===== config.mk =====
export PLATFORM = sky130hd
export DESIGN_NAME = rtc_bus_ctrl_flat
export DESIGN_NICKNAME = d
export VERILOG_FILES = /design/src/rtl/rtc_bus_pkg.sv /design/src/rtl/rtc_bus_ctrl_if.sv /design/src/rtl/rtc_bus_timer.sv /design/src/rtl/rtc_bus_ctrl.sv /design/src/flat_wrapper.sv
export SDC_FILE = /design/constraint.sdc
export NUM_CORES = 1
export LEC_CHECK = 0
export ABC_AREA = 1
export BUFFER_PORTS_ARGS = -buffer_cell sky130_fd_sc_hd__clkbuf_2
export CAP_MARGIN = 40
export CORE_MARGIN = 2
export CORE_UTILIZATION = 45
export CTS_BUF_LIST = sky130_fd_sc_hd__clkbuf_8
export CTS_CLUSTER_SIZE = 28
export DETAILED_ROUTE_END_ITERATION = 8
export PLACE_DENSITY = 0.68
export SYNTH_ARGS = -nofsm -noshare
export SYNTH_HDL_FRONTEND = slang
export SYNTH_SLANG_ARGS = --single-unit

===== constraint.sdc =====
create_clock -name clk -period 5.58 [get_ports clk]
set_clock_uncertainty 0.05 [all_clocks]
set_input_delay 0.279 -clock clk [delete_from_list [all_inputs] [get_ports clk]]
set_output_delay 0.279 -clock clk [all_outputs]
set_load 0.01 [all_outputs]

===== src/rtl/rtc_bus_pkg.sv =====
// Shared types and constants for the RTC multiplexed-bus sequencer.
package rtc_bus_pkg;

  // Sequencer states; each timed state lasts a programmable number of cycles.
  typedef enum logic [3:0] {
    StIdle,
    StAddrSetup,
    StAddrStrobe,
    StAddrHold,
    StGap,
    StDataSetup,
    StDataStrobe,
    StDataHold,
    StDone
  } state_e;

  // Default phase durations in clock cycles.
  localparam int unsigned T_SETUP_DEF = 2;
  localparam int unsigned T_PULSE_DEF = 10;
  localparam int unsigned T_HOLD_DEF  = 2;
  localparam int unsigned T_GAP_DEF   = 10;

  // Pin polarities.
  localparam logic CS_ACTIVE     = 1'b0;
  localparam logic STROBE_ACTIVE = 1'b0;
  localparam logic AOD_ADDR      = 1'b0;
  localparam logic AOD_DATA      = 1'b1;

endpackage


===== src/rtl/rtc_bus_ctrl_if.sv =====
// Request/response and RTC pin bundle between TOP's register logic and the sequencer.
interface rtc_bus_ctrl_if;
  logic       req;
  logic       rw;
  logic [7:0] addr;
  logic [7:0] wdata;
  logic       busy;
  logic       done;
  logic [7:0] rdata;
  logic       ChipSelect;
  logic       Read;
  logic       Write;
  logic       AoD;
  logic [7:0] bus_out;
  logic       bus_oe;
  logic [7:0] bus_in;

  modport master (
    output req, rw, addr, wdata, bus_in,
    input  busy, done, rdata, ChipSelect, Read, Write, AoD, bus_out, bus_oe
  );

  modport slave (
    input  req, rw, addr, wdata, bus_in,
    output busy, done, rdata, ChipSelect, Read, Write, AoD, bus_out, bus_oe
  );
endinterface


===== src/rtl/rtc_bus_timer.sv =====
// Loadable 8-bit down-counter; zero_o flags the last cycle of a timed state.
module rtc_bus_timer (
  input  logic       clk_i,
  input  logic       rst_ni,
  input  logic       load_i,
  input  logic [7:0] load_val_i,
  output logic       zero_o
);
  logic [7:0] cnt_d, cnt_q;

  // Load on state entry, otherwise count down and park at zero.
  always_comb begin
    cnt_d = cnt_q;
    if (load_i) begin
      cnt_d = load_val_i;
    end else if (cnt_q != 8'd0) begin
      cnt_d = cnt_q - 8'd1;
    end
  end

  // Counter register.
  always_ff @(posedge clk_i or negedge rst_ni) begin
    if (!rst_ni) cnt_q <= 8'd0;
    else         cnt_q <= cnt_d;
  end

  assign zero_o = (cnt_q == 8'd0);
endmodule


===== src/rtl/rtc_bus_ctrl.sv =====
// Sequencer turning a one-cycle request into an RTC address phase plus data phase.
module rtc_bus_ctrl
  import rtc_bus_pkg::*;
#(
  parameter int unsigned T_SETUP = T_SETUP_DEF,
  parameter int unsigned T_PULSE = T_PULSE_DEF,
  parameter int unsigned T_HOLD  = T_HOLD_DEF,
  parameter int unsigned T_GAP   = T_GAP_DEF
) (
  input  logic         clk,
  input  logic         Reset,
  rtc_bus_ctrl_if.slave bus
);
  if (T_SETUP == 0 || T_PULSE == 0 || T_HOLD == 0 || T_GAP == 0 ||
      T_SETUP > 255 || T_PULSE > 255 || T_HOLD > 255 || T_GAP > 255) begin : g_bad_timing
    $error("rtc_bus_ctrl: timing parameters must lie in 1..255");
  end

  // Counter reload values: a state of N cycles starts at N-1.
  localparam logic [7:0] SetupM1 = 8'(T_SETUP - 1);
  localparam logic [7:0] PulseM1 = 8'(T_PULSE - 1);
  localparam logic [7:0] HoldM1  = 8'(T_HOLD - 1);
  localparam logic [7:0] GapM1   = 8'(T_GAP - 1);

  state_e     state_d, state_q;
  logic       rw_d, rw_q;
  logic [7:0] addr_d, addr_q, wdata_d, wdata_q, rdata_d, rdata_q;
  logic       cs_d, cs_q, rd_d, rd_q, wr_d, wr_q, aod_d, aod_q, oe_d, oe_q;
  logic [7:0] out_d, out_q;
  logic       busy_d, busy_q, done_d, done_q;
  logic       tmr_load, tmr_zero;
  logic [7:0] tmr_val;

  rtc_bus_timer u_timer (
    .clk_i      (clk),
    .rst_ni     (Reset),
    .load_i     (tmr_load),
    .load_val_i (tmr_val),
    .zero_o     (tmr_zero)
  );

  // Next state, request latching and read capture.
  always_comb begin
    state_d  = state_q;
    rw_d     = rw_q;
    addr_d   = addr_q;
    wdata_d  = wdata_q;
    rdata_d  = rdata_q;
    tmr_load = 1'b0;
    tmr_val  = 8'd0;
    unique case (state_q)
      StIdle: if (bus.req) begin
        state_d  = StAddrSetup;
        rw_d     = bus.rw;
        addr_d   = bus.addr;
        wdata_d  = bus.wdata;
        tmr_load = 1'b1;
        tmr_val  = SetupM1;
      end
      StAddrSetup: if (tmr_zero) begin
        state_d = StAddrStrobe; tmr_load = 1'b1; tmr_val = PulseM1;
      end
      StAddrStrobe: if (tmr_zero) begin
        state_d = StAddrHold; tmr_load = 1'b1; tmr_val = HoldM1;
      end
      StAddrHold: if (tmr_zero) begin
        state_d = StGap; tmr_load = 1'b1; tmr_val = GapM1;
      end
      StGap: if (tmr_zero) begin
        state_d = StDataSetup; tmr_load = 1'b1; tmr_val = SetupM1;
      end
      StDataSetup: if (tmr_zero) begin
        state_d = StDataStrobe; tmr_load = 1'b1; tmr_val = PulseM1;
      end
      StDataStrobe: if (tmr_zero) begin
        state_d = StDataHold; tmr_load = 1'b1; tmr_val = HoldM1;
        // Capture on the last strobe cycle, while Read is still low.
        if (rw_q) rdata_d = bus.bus_in;
      end
      StDataHold: if (tmr_zero) begin
        state_d = StDone;
      end
      StDone:  state_d = StIdle;
      default: state_d = StIdle;
    endcase
  end

  // Pin levels for the state being entered, so every output is a flop.
  always_comb begin
    cs_d   = !CS_ACTIVE;
    rd_d   = !STROBE_ACTIVE;
    wr_d   = !STROBE_ACTIVE;
    aod_d  = AOD_ADDR;
    oe_d   = 1'b0;
    out_d  = out_q;
    busy_d = (state_d != StIdle);
    done_d = (state_d == StDone);
    case (state_d)
      StAddrSetup, StAddrHold, StAddrStrobe: begin
        cs_d  = CS_ACTIVE;
        oe_d  = 1'b1;
        out_d = addr_d;
        if (state_d == StAddrStrobe) wr_d = STROBE_ACTIVE;
      end
      StDataSetup, StDataStrobe, StDataHold: begin
        cs_d  = CS_ACTIVE;
        aod_d = AOD_DATA;
        oe_d  = !rw_d;
        if (!rw_d) out_d = wdata_d;
        if (state_d == StDataStrobe) begin
          if (rw_d) rd_d = STROBE_ACTIVE;
          else      wr_d = STROBE_ACTIVE;
        end
      end
      default: ;
    endcase
  end

  // State and registered outputs; reset abandons any transfer in flight.
  always_ff @(posedge clk or negedge Reset) begin
    if (!Reset) begin
      state_q <= StIdle;
      rw_q    <= 1'b0;
      addr_q  <= 8'd0;
      wdata_q <= 8'd0;
      rdata_q <= 8'd0;
      cs_q    <= !CS_ACTIVE;
      rd_q    <= !STROBE_ACTIVE;
      wr_q    <= !STROBE_ACTIVE;
      aod_q   <= AOD_ADDR;
      oe_q    <= 1'b0;
      out_q   <= 8'd0;
      busy_q  <= 1'b0;
      done_q  <= 1'b0;
    end else begin
      state_q <= state_d;
      rw_q    <= rw_d;
      addr_q  <= addr_d;
      wdata_q <= wdata_d;
      rdata_q <= rdata_d;
      cs_q    <= cs_d;
      rd_q    <= rd_d;
      wr_q    <= wr_d;
      aod_q   <= aod_d;
      oe_q    <= oe_d;
      out_q   <= out_d;
      busy_q  <= busy_d;
      done_q  <= done_d;
    end
  end

  assign bus.busy       = busy_q;
  assign bus.done       = done_q;
  assign bus.rdata      = rdata_q;
  assign bus.ChipSelect = cs_q;
  assign bus.Read       = rd_q;
  assign bus.Write      = wr_q;
  assign bus.AoD        = aod_q;
  assign bus.bus_out    = out_q;
  assign bus.bus_oe     = oe_q;
endmodule

===== src/flat_wrapper.sv =====
// flat-port wrapper written by rule: the top's interface ports become plain ports
module rtc_bus_ctrl_flat import rtc_bus_pkg::*;
#(
  parameter int unsigned T_SETUP = T_SETUP_DEF,
  parameter int unsigned T_PULSE = T_PULSE_DEF,
  parameter int unsigned T_HOLD  = T_HOLD_DEF,
  parameter int unsigned T_GAP   = T_GAP_DEF
)
  (clk, Reset, bus_req, bus_rw, bus_addr, bus_wdata, bus_bus_in, bus_busy, bus_done, bus_rdata, bus_ChipSelect, bus_Read, bus_Write, bus_AoD, bus_bus_out, bus_bus_oe);
  rtc_bus_ctrl_if bus_i ();
  input  logic clk;
  input  logic Reset;
  input wire logic [$bits(bus_i.req)-1:0] bus_req;
  input wire logic [$bits(bus_i.rw)-1:0] bus_rw;
  input wire logic [$bits(bus_i.addr)-1:0] bus_addr;
  input wire logic [$bits(bus_i.wdata)-1:0] bus_wdata;
  input wire logic [$bits(bus_i.bus_in)-1:0] bus_bus_in;
  output wire logic [$bits(bus_i.busy)-1:0] bus_busy;
  output wire logic [$bits(bus_i.done)-1:0] bus_done;
  output wire logic [$bits(bus_i.rdata)-1:0] bus_rdata;
  output wire logic [$bits(bus_i.ChipSelect)-1:0] bus_ChipSelect;
  output wire logic [$bits(bus_i.Read)-1:0] bus_Read;
  output wire logic [$bits(bus_i.Write)-1:0] bus_Write;
  output wire logic [$bits(bus_i.AoD)-1:0] bus_AoD;
  output wire logic [$bits(bus_i.bus_out)-1:0] bus_bus_out;
  output wire logic [$bits(bus_i.bus_oe)-1:0] bus_bus_oe;
  assign bus_i.req = bus_req;
  assign bus_i.rw = bus_rw;
  assign bus_i.addr = bus_addr;
  assign bus_i.wdata = bus_wdata;
  assign bus_i.bus_in = bus_bus_in;
  assign bus_busy = bus_i.busy;
  assign bus_done = bus_i.done;
  assign bus_rdata = bus_i.rdata;
  assign bus_ChipSelect = bus_i.ChipSelect;
  assign bus_Read = bus_i.Read;
  assign bus_Write = bus_i.Write;
  assign bus_AoD = bus_i.AoD;
  assign bus_bus_out = bus_i.bus_out;
  assign bus_bus_oe = bus_i.bus_oe;
  rtc_bus_ctrl #(.T_SETUP(T_SETUP), .T_PULSE(T_PULSE), .T_HOLD(T_HOLD), .T_GAP(T_GAP)) u_core (.clk(clk), .Reset(Reset), .bus(bus_i));
endmodule

Yosys cells after proc, flatten, opt, wreduce, memory -nomap -nowiden
Index checks and enable logic that the tools add are counted.
{ "op_classes": {"eq_ne": 15, "reduce_logical": 15, "add_sub_neg": 1, "mux": 36} }
{ "ops": {"columns": ["op", "count"], "rows": [
  ["8-bit 2-to-1 mux", 7],
  ["4-bit 2-to-1 mux", 9],
  ["4-bit one-hot mux with 8 select lines", 1],
  ["4-bit by 3-bit equality test with 1-bit output (second input constant)", 7],
  ["8-bit one-hot mux with 3 select lines", 1],
  ["4-bit by 2-bit equality test with 1-bit output (second input constant)", 4],
  ["8-bit one-hot mux with 2 select lines", 1],
  ["1-bit 2-to-1 mux", 14],
  ["3-bit OR reduction", 4],
  ["6-bit OR reduction", 2],
  ["4-bit by 1-bit equality test with 1-bit output (second input constant)", 2],
  ["8-bit logical NOT", 1],
  ["8-bit nonzero test", 1],
  ["8-bit by 1-bit subtractor with 8-bit output (second input constant)", 1],
  ["1-bit one-hot mux with 2 select lines", 3],
  ["4-bit equality test (second input constant)", 1],
  ["4-bit logical NOT", 1],
  ["2-bit nonzero test", 2],
  ["4-bit nonzero test", 1],
  ["3-bit AND reduction", 1],
  ["2-bit inequality test (second input constant)", 1],
  ["2-bit AND reduction", 1],
  ["1-bit logical NOT", 1]
]} }
{ "word_totals": {"output_inout_bits": 23, "register_bits": 52} }

Depth between registers and ports, before layout
Gate-level depths: netlist of the first run.
{ "depth": {"ltp_word": 7, "depth_mapped": 12} }

Modules after synthesis
A second synthesis of the first run with hierarchy kept.
{ "unflattened": {"hier_cells": 287, "area_unflattened_um2": 2523.7} }
{ "modules_own_cells": {"columns": ["module", "cells_per_inst", "seq_area_each_um2", "area_each_um2", "n_inst"], "rows": [
  ["rtc_bus_ctrl", 213, 1104.8, 2005.7, 1],
  ["rtc_bus_timer", 74, 200.2, 518.0, 1]
]} }

Worst setup path before layout of the first run
OpenSTA, ideal clock, no wires.
{ "synth_path": {"path_kind": "register to register", "start": "reg u_core.u_timer.cnt_q[0]", "end": "reg u_core.out_q[6] (netlist: u_core.bus.bus_out[6])", "setup_ns": 0.117, "stages_incl_launch_ff": 13, "path_buffers": 1, "period_less_slack_ns": 1.782, "setup_slack_ns": 3.798, "t_arrival_ns": 1.615, "path_cell_list": "dfrtp_1 inv_1 ha_1 nand2_1 nor2_8 nand3_2 nand2_1 nand2_2 nor2_2 buf_6 nand3_1 nand3_1 nand2_1"} }
{ "synth_between": {"elab_chain_cells": 7, "word_cells_on_any_way": 21, "classes_between": "eq/ne: 7; mux: 9; reduce/logical: 5"} }
{ "synth_lines": {"columns": ["element", "line_no", "source"], "rows": [
  ["start, declared", "rtc_bus_timer.sv:9", "logic [7:0] cnt_d, cnt_q;"],
  ["start signal, assigned", "rtc_bus_timer.sv:24", "else cnt_q <= cnt_d;"],
  ["8-bit logical NOT *", "rtc_bus_timer.sv:27", "assign zero_o = (cnt_q == 8'd0);"],
  ["4-bit 2-to-1 mux (tied with other cells)", "rtc_bus_ctrl.sv:80", "StDataHold: if (tmr_zero) begin"],
  ["4-bit one-hot mux with 8 select lines *", "rtc_bus_ctrl.sv:51", "unique case (state_q)"],
  ["named net u_core.state_d[2]", "rtc_bus_ctrl.sv:25", "state_e state_d, state_q;"],
  ["4-bit by 3-bit equality test with 1-bit output (tied with other cells)", "rtc_bus_ctrl.sv:98", "case (state_d)"],
  ["3-bit OR reduction", "rtc_bus_ctrl.sv:98", null],
  ["2-bit inequality test (no line) / 2-bit nonzero test (equally long branches)", null, null],
  ["2-bit AND reduction (no line)", null, null],
  ["end signal, assigned", "rtc_bus_ctrl.sv:146", "out_q <= out_d;"],
  ["end, declared", "rtc_bus_ctrl.sv:29", "logic [7:0] out_d, out_q;"]
]} }
Mark *: on every way through the listed nets, which the timed path passes. The rest lies on a longest branch.
A chain may end at the register's enable or synchronous reset.

Final worst setup path of the first run
{ "layout_path": {"start": "reg u_core.state_q[1]", "end": "reg u_core.out_q[2] (netlist: u_core.bus.bus_out[2])"} }
{ "layout_between": {"elab_chain_cells": 6, "word_cells_on_any_way": 33, "classes_between": "eq/ne: 14; mux: 14; reduce/logical: 5"} }
{ "layout_lines": {"columns": ["element", "line_no", "source"], "rows": [
  ["start, declared", "rtc_bus_ctrl.sv:25", null],
  ["start signal, assigned", "rtc_bus_ctrl.sv:122", "state_q <= StIdle;"],
  ["start signal, assigned", "rtc_bus_ctrl.sv:136", "state_q <= state_d;"],
  ["4-bit by 3-bit equality test with 1-bit output (tied with other cells)", "rtc_bus_ctrl.sv:51", null],
  ["4-bit one-hot mux with 8 select lines", "rtc_bus_ctrl.sv:51", null],
  ["4-bit by 3-bit equality test with 1-bit output (tied with other cells)", "rtc_bus_ctrl.sv:98", null],
  ["3-bit OR reduction", "rtc_bus_ctrl.sv:98", null],
  ["2-bit inequality test (no line) / 2-bit nonzero test (equally long branches)", null, null],
  ["2-bit AND reduction (no line)", null, null]
]} }
Parallel ways exist; a longest one is shown, timed or not. The select of a mux whose other input is x is not followed.

==> reports/results.ini, run 1 <==
[power_and_ir_drop]
pwr-share-seq_pct=53.9
p_comb_share_pct=17.8
swShare_pct=28.8
power_density_mw_per_mm2=283
p_leak_nw=1.47
power_w=0.000780
switchingPower_w=0.000225
pwr-share-clk_pct=28.3
p_int_w=0.000555
ir_drop_mv=0.162

[logic_synthesis]
synth_edf_count=0
synthCells=262
yosysWarnings=0
async_flop_share_pct=100
synth.ff_latch_count=52
synth_fp_nets=291
synth_ff_type=dfrtp_1
ys_seq_area_share_pct=55.5
synth_area_per_cell_um2=8.97
syn-cell-area_mm2=0.00235
yosysUniqueCellTypes=31

[sta]
setup_viol=0
tns_ps=0
hold_violations=0
worst_pin_slew_ps=714
drv_slew=0
slew_headroom_pct=52.3
period_share_pct=41.5
fin_crit_ps=2320
rsz0062_at_grt=no
fmax_ghz=0.432

[clock_network]
cts_buffers=5
cts_resized=0
post_cts_buffers=0
cts_tree=built
clock_latency_ps=300
clkSinkCount=52
ctsHtreeMaxLevel=2
clk_pin_slew_worst_paths_ps=90
clock-root-buffer=clkbuf_8
cts_buffer_depth=2
postCtsHoldBufs=0

[floorplan]
io-pin-count=51
dieArea_mm2=0.00582
fp.dieW_um=76.3
rows=26
coreArea_mm2=0.00507
start_util_pct=46.3
die_h_um=76.3

[worst_setup_path]
crit_arrival_ps=2520
cp_max_fo=35
crit_type=reg -> reg
crit_required_ps=5780
cp-end-kind=register
startpoint_type=register
reg2reg_depth=9

[flow_run]
drv_cap=0

[placed_design]
place.port_buffers=50
gp_congestion=0.869
dpl.hpwl_um=3340
dpl-instance-area_mm2=0.00266

[routing]
avgViaCountPerCell=4.63
wl_per_cell_um=11.9
ant_nets=0
num_vias=1784
drt_pre_antenna_iters=4
drc=0
drtIter0Drc=80
postRouteWirelength_um=4580

[outcome]
status=finished, final reports clean

[final_layout]
area_delta_synth_final_pct=17.0
final_cell_area_mm2=0.00275
final_nets=343
filler_cell_count=494
antennaDiodeCount=0
drive_above_1_share_pct=27.0

[global_routing]
grt_pass1_wl_um=7880
grt_max_degree=53
grt_usage_pct=17.1
antenna_found_initial=0
grt_pass1_vias=1702
grt_overflow=0

[hold_path]
hold_class=in -> async

routing by layer:
metal | up-vias | GRT usage (%) | share of wire (%)
li1 | 920 | - | -
met1 | 805 | 22.3 | 46
met2 | 49 | 27.4 | 47
met3 | 10 | 4.50 | 4.8
met4 | 0 | 6.36 | 1.9
met5 | - | 0 | 0
placed cells by master (no fill, tap or decap), types with 2 or more instances in the layout:
| cell | n |
|---|---|
| o21ai_1 | 2 |
| a21oi_1 | 5 |
| nor3_1 | 5 |
| clkbuf_8 | 6 |
| o21ai_0 | 19 |
| dfrtp_1 | 49 |
| nand4_2 | 2 |
| mux2_2 | 8 |
| inv_2 | 3 |
| nor2_1 | 12 |
| dfstp_2 | 3 |
| nor2_2 | 2 |
| nand4_1 | 2 |
| inv_1 | 50 |
| nand3_1 | 21 |
| nand2_2 | 3 |
| nand2_1 | 58 |
| xor2_1 | 2 |
| clkbuf_2 | 50 |
path summary, 6_finish.rpt:
check | startpoint | to | slack, ps
max in group asynchronous | Reset | u_core.addr_q[2] | 5010
min reg2reg | u_core.bus.bus_out[3] | u_core.bus.bus_out[3] | 450
min | Reset | u_core.u_timer.cnt_q[2] | 8
max | u_core.state_q[1] | u_core.bus.bus_out[2] | 3260
max reg2reg | u_core.state_q[1] | u_core.bus.bus_out[2] | 3260
min in group clk | bus_bus_in[1] | u_core.bus.rdata[1] | 150
power groups by stage:
stage | sequential (W) | clock (W) | combinational [W]
finish | 0.000421 | 0.000221 | 0.000138
global route | 0.000424 | 0.000246 | 0.000160
CTS | 0.000421 | 0.000229 | 0.000142
detailed placement | 0.000428 | 0 | 0.000141
global placement | 0.000427 | 0 | 0.000137
floorplan | 0.000431 | 0 | 0.0000892
cells in the mapped netlist (all sizes together), types with 2 or more instances:
| library cell | n | share of area, % |
|---|---|---|
| nor2 | 16 | 3.8 |
| clkbuf | 3 | 0.48 |
| inv | 53 | 8.6 |
| buf | 3 | 1.2 |
| dfstp | 3 | 3.4 |
| a21oi | 5 | 1.1 |
| xor2 | 2 | 0.75 |
| nand4 | 4 | 1.6 |
| dfrtp | 49 | 52 |
| o21ai | 22 | 5.2 |
| nor3 | 5 | 1.1 |
| nand2 | 62 | 11 |
| nand3 | 22 | 4.9 |
| mux2 | 8 | 3.8 |
through the flow:
stage	utilization (%)	hold slack [ps]	instances	setup slack [ps]
final	54.2	7.52	385	3260
after detailed placement	52.4	393	377	3270
after global routing	54.2	99.3	385	3010
after global placement	52.4	389	377	3340
after CTS	54.2	54.2	385	3250
after floorplan	-	-66.6	262	3800
flip-flops by register name, indices dropped and copies added, names as in the netlist:
register / flops
u_core.wdata_q: 8
u_core.bus.AoD: 1
u_core.bus.bus_oe: 1
u_core.addr_q: 8
u_core.u_timer.cnt_q: 8
u_core.bus.Read: 1
u_core.rw_q: 1
u_core.bus.Write: 1
u_core.state_q: 4
u_core.bus.busy: 1
u_core.bus.done: 1
u_core.bus.rdata: 8
u_core.bus.bus_out: 8
u_core.bus.ChipSelect: 1
area by class of cell:
type	instances	area, um^2	share of cell area [%]
clock inverter	2	11.3	0.409
clock buffer	6	82.6	3.00
inverter	54	205	7.46
sequential	52	1310	47.4
multi-input combinational	150	802	29.1
timing repair buffer	51	258	9.37
tap	70	87.6	3.18
worst max-delay path, stage by stage, from the launching register on:
cell     delay, ps
dfrtp_1        420
nor2_1         170
nand4_2        580
nand2_1        380
nor2_4          80
nand2_4        150
o21ai_4        130
inv_4          130
nand3_1         90
nand2_1         70
logic make-up (layout without fill, tap and decap cells):
kind of cell / count (synthesis) / in the layout / share of synthesized area [%]
flip-flops: 52 / 52 / 55.5
AO/OA/AOI/OAI: 29 / 29 / 6.87
adder cells (fa/ha/maj): 1 / 1 / 0.532
AND/OR/NAND/NOR: 110 / 110 / 22.1
XOR/XNOR: 2 / 2 / 0.745
multiplexers: 8 / 8 / 3.83
buffers and inverters: 60 / 113 / 10.4
No activity file was read; power rests on OpenSTA's default activity.
==> inputs of run 2 (changes only) <==
- PLACE_DENSITY: 0.68 -> 0.71
- clock period: 5.58 -> 2 ns (I/O delays scaled with it)
==> run 2 against run 1 <==
Flip-flop and latch count unchanged. Critical path type unchanged. Global-route usage rose by 0.76 points. Critical endpoint is now u_core.bus.bus_out[0]. First-iteration DRC count grew 35%. Utilization increased by 4.6 points. Setup slack lost 3100 ps. Via count grew 6.7%.
==> reports/results.ini, run 2 (synthesis gave the netlist of run 1 again) <==
[outcome]
status=finished, final reports clean

[sta]
setup_viol=0  ; unchanged
worst_pin_slew_ps=475  ; -239 ps
setup_slack_ps=148  ; -3120 ps
fin_crit_ps=1850  ; -464 ps
fmax_ghz=0.540  ; +25%
hold_violations=0  ; unchanged
slew_headroom_pct=68.3  ; +16 points
drv_slew=0  ; unchanged
period_share_pct=92.6  ; +51 points
tns_ps=0  ; unchanged

[routing]
wl_met2_um=2320  ; +7.7%
top_layer=met4
avgViaCountPerCell=4.68  ; +0.90%
drt_pre_antenna_iters=4  ; unchanged
wl_met1_um=2200  ; +3.9%
num_vias=1903  ; +6.7%
postRouteWirelength_um=4810  ; +5.1%
wl_per_cell_um=11.8  ; -0.59%
ant_nets=0  ; unchanged
drtIter0Drc=108  ; +35%
drc=0  ; unchanged
wl_met3_um=238  ; +8.7%

[worst_setup_path]
cp_max_fo=9  ; -74%
endpoint=u_core.bus.bus_out[0]
crit_required_ps=2140  ; -3640 ps
reg2reg_depth=9  ; unchanged
r2r_setup_slack_ps=150  ; -3120 ps
worstSetupStartpoint=u_core.state_q[0]
startpoint_type=register
crit_type=reg -> reg
crit_arrival_ps=2000  ; -520 ps
r2r-start=u_core.state_q[0]
cp-end-kind=register
reg2reg_to=u_core.bus.bus_out[0]

[final_layout]
final_nets=365  ; +6.4%
drive_above_1_share_pct=30.6  ; +3.6 points
area_delta_synth_final_pct=26.9
post-route-util_pct=58.8  ; +4.6 points
layout_common_cells=nand2_1 (57), clkbuf_2 (50), inv_1 (49), dfrtp_1 (49), nand3_1 (21)
filler_cell_count=452  ; -8.5%
fin_cells=407  ; +5.7%
antennaDiodeCount=0  ; unchanged
layout_commonest_cell=nand2_1

[placed_design]
place.port_buffers=50  ; unchanged
gp_congestion=0.893  ; +2.8%
dpl.hpwl_um=3410  ; +2.2%
dp.cells=384  ; +1.9%
dp_slack_ps=32.7  ; -3240 ps

[power_and_ir_drop]
p_leak_nw=1.59  ; +7.6%
power_density_mw_per_mm2=751  ; +160%
ir_drop_mv=0.392  ; +140%
power_w=0.00224  ; +190%

[global_routing]
grt_max_degree=27  ; -49%
grt_pass1_wl_um=8360  ; +6.0%
grt_overflow=0  ; unchanged
grt_usage_pct=17.8  ; +0.76 points
grt_pass1_vias=1844  ; +8.3%
antenna_found_initial=0  ; unchanged

[floorplan]
start_util_pct=46.3  ; unchanged
rows=26  ; unchanged
io-pin-count=51  ; unchanged
dieArea_mm2=0.00582  ; unchanged
fp.dieW_um=76.3  ; unchanged
die_h_um=76.3  ; unchanged
coreArea_mm2=0.00507  ; unchanged

[flow_run]
drv_cap=0  ; unchanged

[hold_path]
hold_class=in -> reg

[clock_network]
clkSinkCount=52  ; unchanged
cts_tree=built
clk_pin_slew_worst_paths_ps=100  ; about the same
cts_buffer_depth=2  ; unchanged
ctsHtreeMaxLevel=2  ; unchanged
clock-root-buffer=clkbuf_8
clock_latency_ps=300  ; about the same
cts_buffers=5  ; unchanged

==> run 2: how the worst min path moves through the flow <==
stage	start	endpoint	slack, ps	cells after the start
after floorplan	Reset	u_core.addr_q[0]	-250	0
after global placement	Reset	u_core.u_timer.cnt_q[6]	30	1
after detailed placement	Reset	u_core.u_timer.cnt_q[6]	30	1
after CTS	bus_addr[1]	u_core.addr_q[1]	3	3
after global routing	bus_addr[7]	u_core.addr_q[7]	10	3
final	bus_addr[1]	u_core.addr_q[1]	8	3
==> run 2: repair_timing <==
action / 4_1_cts / 5_1_grt
resized for setup: 0 / 9
hold buffers: 10 / 0
setup buffers: 0 / 5
endpoints found under the hold margin: 26 / 0
endpoints found under the setup margin: 0 / 14
==> run 2: per-stage QoR <==
stage	cell area, um^2	hold slack [ps]
global route	2980	13.9
floorplan	2350	-246
finish	2980	7.53
CTS	2910	2.70
global placement	2710	30.1
detailed placement	2710	30.4
==> run 2: per-layer routing <==
metal  track usage [%]  up-vias
met1              23.2      874
met4              5.27        0
met2              29.5       60
li1                  -      963
met3              4.74        6
met5                 0        -
==> run 2: critical path: stages (launching register included) <==
cell	delay, ps
dfrtp_1	510
clkinv_1	180
nand4_2	180
nand2_1	150
nor2_4	180
nand2_4	110
o21ai_4	130
inv_4	100
nand3_1	100
nand2_1	50
==> run 2: final cells by class <==
| class | instances | area (um^2) | area share (%) |
|---|---|---|---|
| Clock buffer | 6 | 82.6 | 2.77 |
| Timing Repair Buffer | 73 | 452 | 15.1 |
| Sequential cell | 52 | 1310 | 43.7 |
| Inverter | 54 | 205 | 6.88 |
| Tap cell | 70 | 87.6 | 2.94 |
| Multi-Input combinational cell | 150 | 837 | 28.1 |
| Clock inverter | 2 | 13.8 | 0.461 |
==> run 2: power by group <==
| group | leakage [nW] | internal [W] | switching (W) |
|---|---|---|---|
| clock network | 0.0516 | 0.000283 | 0.000338 |
| registers | 0.600 | 0.00113 | 0.0000412 |
| logic | 0.934 | 0.000179 | 0.000266 |
==> inputs of run 3 (changes only) <==
- CORE_MARGIN: 2 -> default
- CTS_BUF_LIST: sky130_fd_sc_hd__clkbuf_8 -> default
==> run 3 against run 2 <==
The flow now finishes with violations (hold timing). Setup slack lost 83 ps. Cell area is 2.4% higher. Via count is 3.3% higher. Non-clock buffer count up 6. First-iteration DRC count shrank 19%. Critical path type unchanged. Critical endpoint is now u_core.u_timer.cnt_q[1]. Largest power group unchanged.
==> reports/results.ini, run 3 (synthesis gave the netlist of run 1 again) <==
[sta]
holdWs_ps=-1.94  ; -9.48 ps
period_share_pct=96.8  ; +4.2 points
hold_violations=2  ; +2
tns_ps=0  ; unchanged
fmax_ghz=0.517  ; -4.3%
worst_pin_slew_ps=615  ; +140 ps
setup_viol=0  ; unchanged
drv_slew=0  ; unchanged
fin_crit_ps=1940  ; +83.4 ps
slew_headroom_pct=59.0  ; -9.3 points

[power_and_ir_drop]
ir_drop_mv=0.491  ; +25%
p_int_w=0.00159  ; -0.39%
power_density_mw_per_mm2=739  ; -1.7%
p_leak_nw=1.62  ; +2.3%
pwr-share-seq_pct=52.0  ; -0.4 points
p_comb_share_pct=22.1  ; +2.3 points
switchingPower_w=0.000666  ; +3.4%
pwr-share-clk_pct=25.8  ; -1.9 points
swShare_pct=29.5  ; +0.77 points

[routing]
num_vias=1965  ; +3.3%
wl_per_cell_um=12.4  ; +4.7%
avgViaCountPerCell=4.77  ; +2.0%
drt_pre_antenna_iters=4  ; unchanged
drtIter0Drc=88  ; -19%
postRouteWirelength_um=5100  ; +6.0%
drc=0  ; unchanged
ant_nets=0  ; unchanged

[floorplan]
io-pin-count=51  ; unchanged
start_util_pct=48.2  ; +1.9 points
coreArea_mm2=0.00488  ; -3.8%
die_h_um=74.3  ; -2.6%
fp.dieW_um=74.3  ; -2.6%
rows=25  ; -3.8%
dieArea_mm2=0.00552  ; -5.2%

[placed_design]
dpl.hpwl_um=3340  ; -1.9%
gp_congestion=0.839  ; -6.1%
place.port_buffers=50  ; unchanged
dp.cells=380  ; -1.0%

[worst_setup_path]
crit_type=reg -> reg
startpoint_type=register
cp-end-kind=register
worstPathCellList=nor2_1 > nand2_2 > buf_4 > nor2_4 > buf_4 > nand4_1 > inv_1 > nor2_1 > buf_4 > nand2_1 > inv_1 > nand2_1 > o31ai_1
cp_max_fo=5  ; -4
critPathMaxStageDelay_ps=430  ; -80 ps
crit_arrival_ps=2080  ; +80 ps
critical-path-slowest-cell=dfrtp_1
cpMostUsedCell=buf_4
crit_required_ps=2150  ; about the same

[outcome]
violations=hold timing
status=complete, but fails checks

[clock_network]
clkSinkCount=52  ; unchanged
cts_tree=built
clock-root-buffer=clkbuf_8
cts_buffer_depth=2  ; unchanged
clock_latency_ps=310  ; about the same
clk_pin_slew_worst_paths_ps=90  ; about the same
cts_buffers=5  ; unchanged
ctsHtreeMaxLevel=2  ; unchanged

[global_routing]
grt_pass1_wl_um=7620  ; -8.7%
grt_pass1_vias=1743  ; -5.5%
antenna_found_initial=0  ; unchanged
grt_max_degree=30  ; +11%
grt_usage_pct=18.5  ; +0.67 points
grt_overflow=0  ; unchanged

[final_layout]
final_nets=373  ; +2.2%
post-route-util_pct=62.6  ; +3.8 points
antennaDiodeCount=0  ; unchanged
area_delta_synth_final_pct=29.9
fin_cells=412  ; +1.2%
filler_cell_count=408  ; -9.7%
layout_commonest_cell=nand2_1
drive_above_1_share_pct=31.9  ; +1.3 points
layout_common_cells=nand2_1 (57), clkbuf_2 (50), inv_1 (49), dfrtp_1 (49), nand3_1 (20)

[hold_path]
hold_class=in -> reg

[flow_run]
drv_cap=0  ; unchanged

[run 3: timing repair]
action                     4_1_cts  5_1_grt
hold endpoints to repair        31        0
hold buffers                     9        0
buffers inserted                 0       12
setup endpoints to repair        0       16
gates resized for setup          0       15
[run 3: worst paths after layout]
kind                                         startpoint                      end  slack, ps  depth (start not counted)
worst max-delay path            u_core.u_timer.cnt_q[2]  u_core.u_timer.cnt_q[1]         60                         13
worst min-delay path                       bus_wdata[4]        u_core.wdata_q[4]         -2                          3
worst max register to register  u_core.u_timer.cnt_q[2]  u_core.u_timer.cnt_q[1]         60                         13
worst min register to register    u_core.bus.bus_out[0]    u_core.bus.bus_out[0]        440                          2
max in group asynchronous                         Reset         u_core.bus.Write        980                          3
min in group asynchronous                         Reset  u_core.u_timer.cnt_q[2]        280                          2
[run 3: area by class of cell]
class | count | area, um^2 | share of cell area, %
Inverter | 54 | 205 | 6.72
Multi-Input combinational cell | 152 | 868 | 28.4
Clock buffer | 6 | 72.6 | 2.38
Tap cell | 67 | 83.8 | 2.74
Timing Repair Buffer | 79 | 507 | 16.6
Sequential cell | 52 | 1310 | 42.7
Clock inverter | 2 | 12.5 | 0.410
[run 3: power by group through the flow]
stage / clock (W) / combinational (W) / sequential, W
after detailed placement: 0 / 0.000413 / 0.00119
final: 0.000583 / 0.000499 / 0.00117
after global placement: 0 / 0.000406 / 0.00119
after global routing: 0.000636 / 0.000563 / 0.00118
after CTS: 0.000608 / 0.000428 / 0.00117
after floorplan: 0 / 0.000249 / 0.00120
[run 3: through the flow]
| step | power, W | instance area [um^2] | setup WS [ps] |
|---|---|---|---|
| after floorplan | 0.00145 | 2350 | 218 |
| after global placement | 0.00160 | 2710 | 109 |
| after detailed placement | 0.00161 | 2710 | 64.3 |
| after CTS | 0.00221 | 2890 | 43.3 |
| after global routing | 0.00238 | 3050 | -28.7 |
| final | 0.00226 | 3050 | 64.8 |
[run 3: worst max-delay path: cells and delay by family, from the launching register on]
family / cells / cell delay (ps)
buffers and inverters: 5 / 590
flip-flops: 1 / 430
AO/OA/AOI/OAI: 1 / 70
AND/OR/NAND/NOR: 7 / 690
[run 3: per-layer routing]
metal	part of all wire, %	up-vias	GRT usage, %
met1	44	917	23.3
met3	5.6	7	4.34
met5	0	-	0
li1	-	978	-
met4	1.0	0	5.66
met2	49	63	31.8
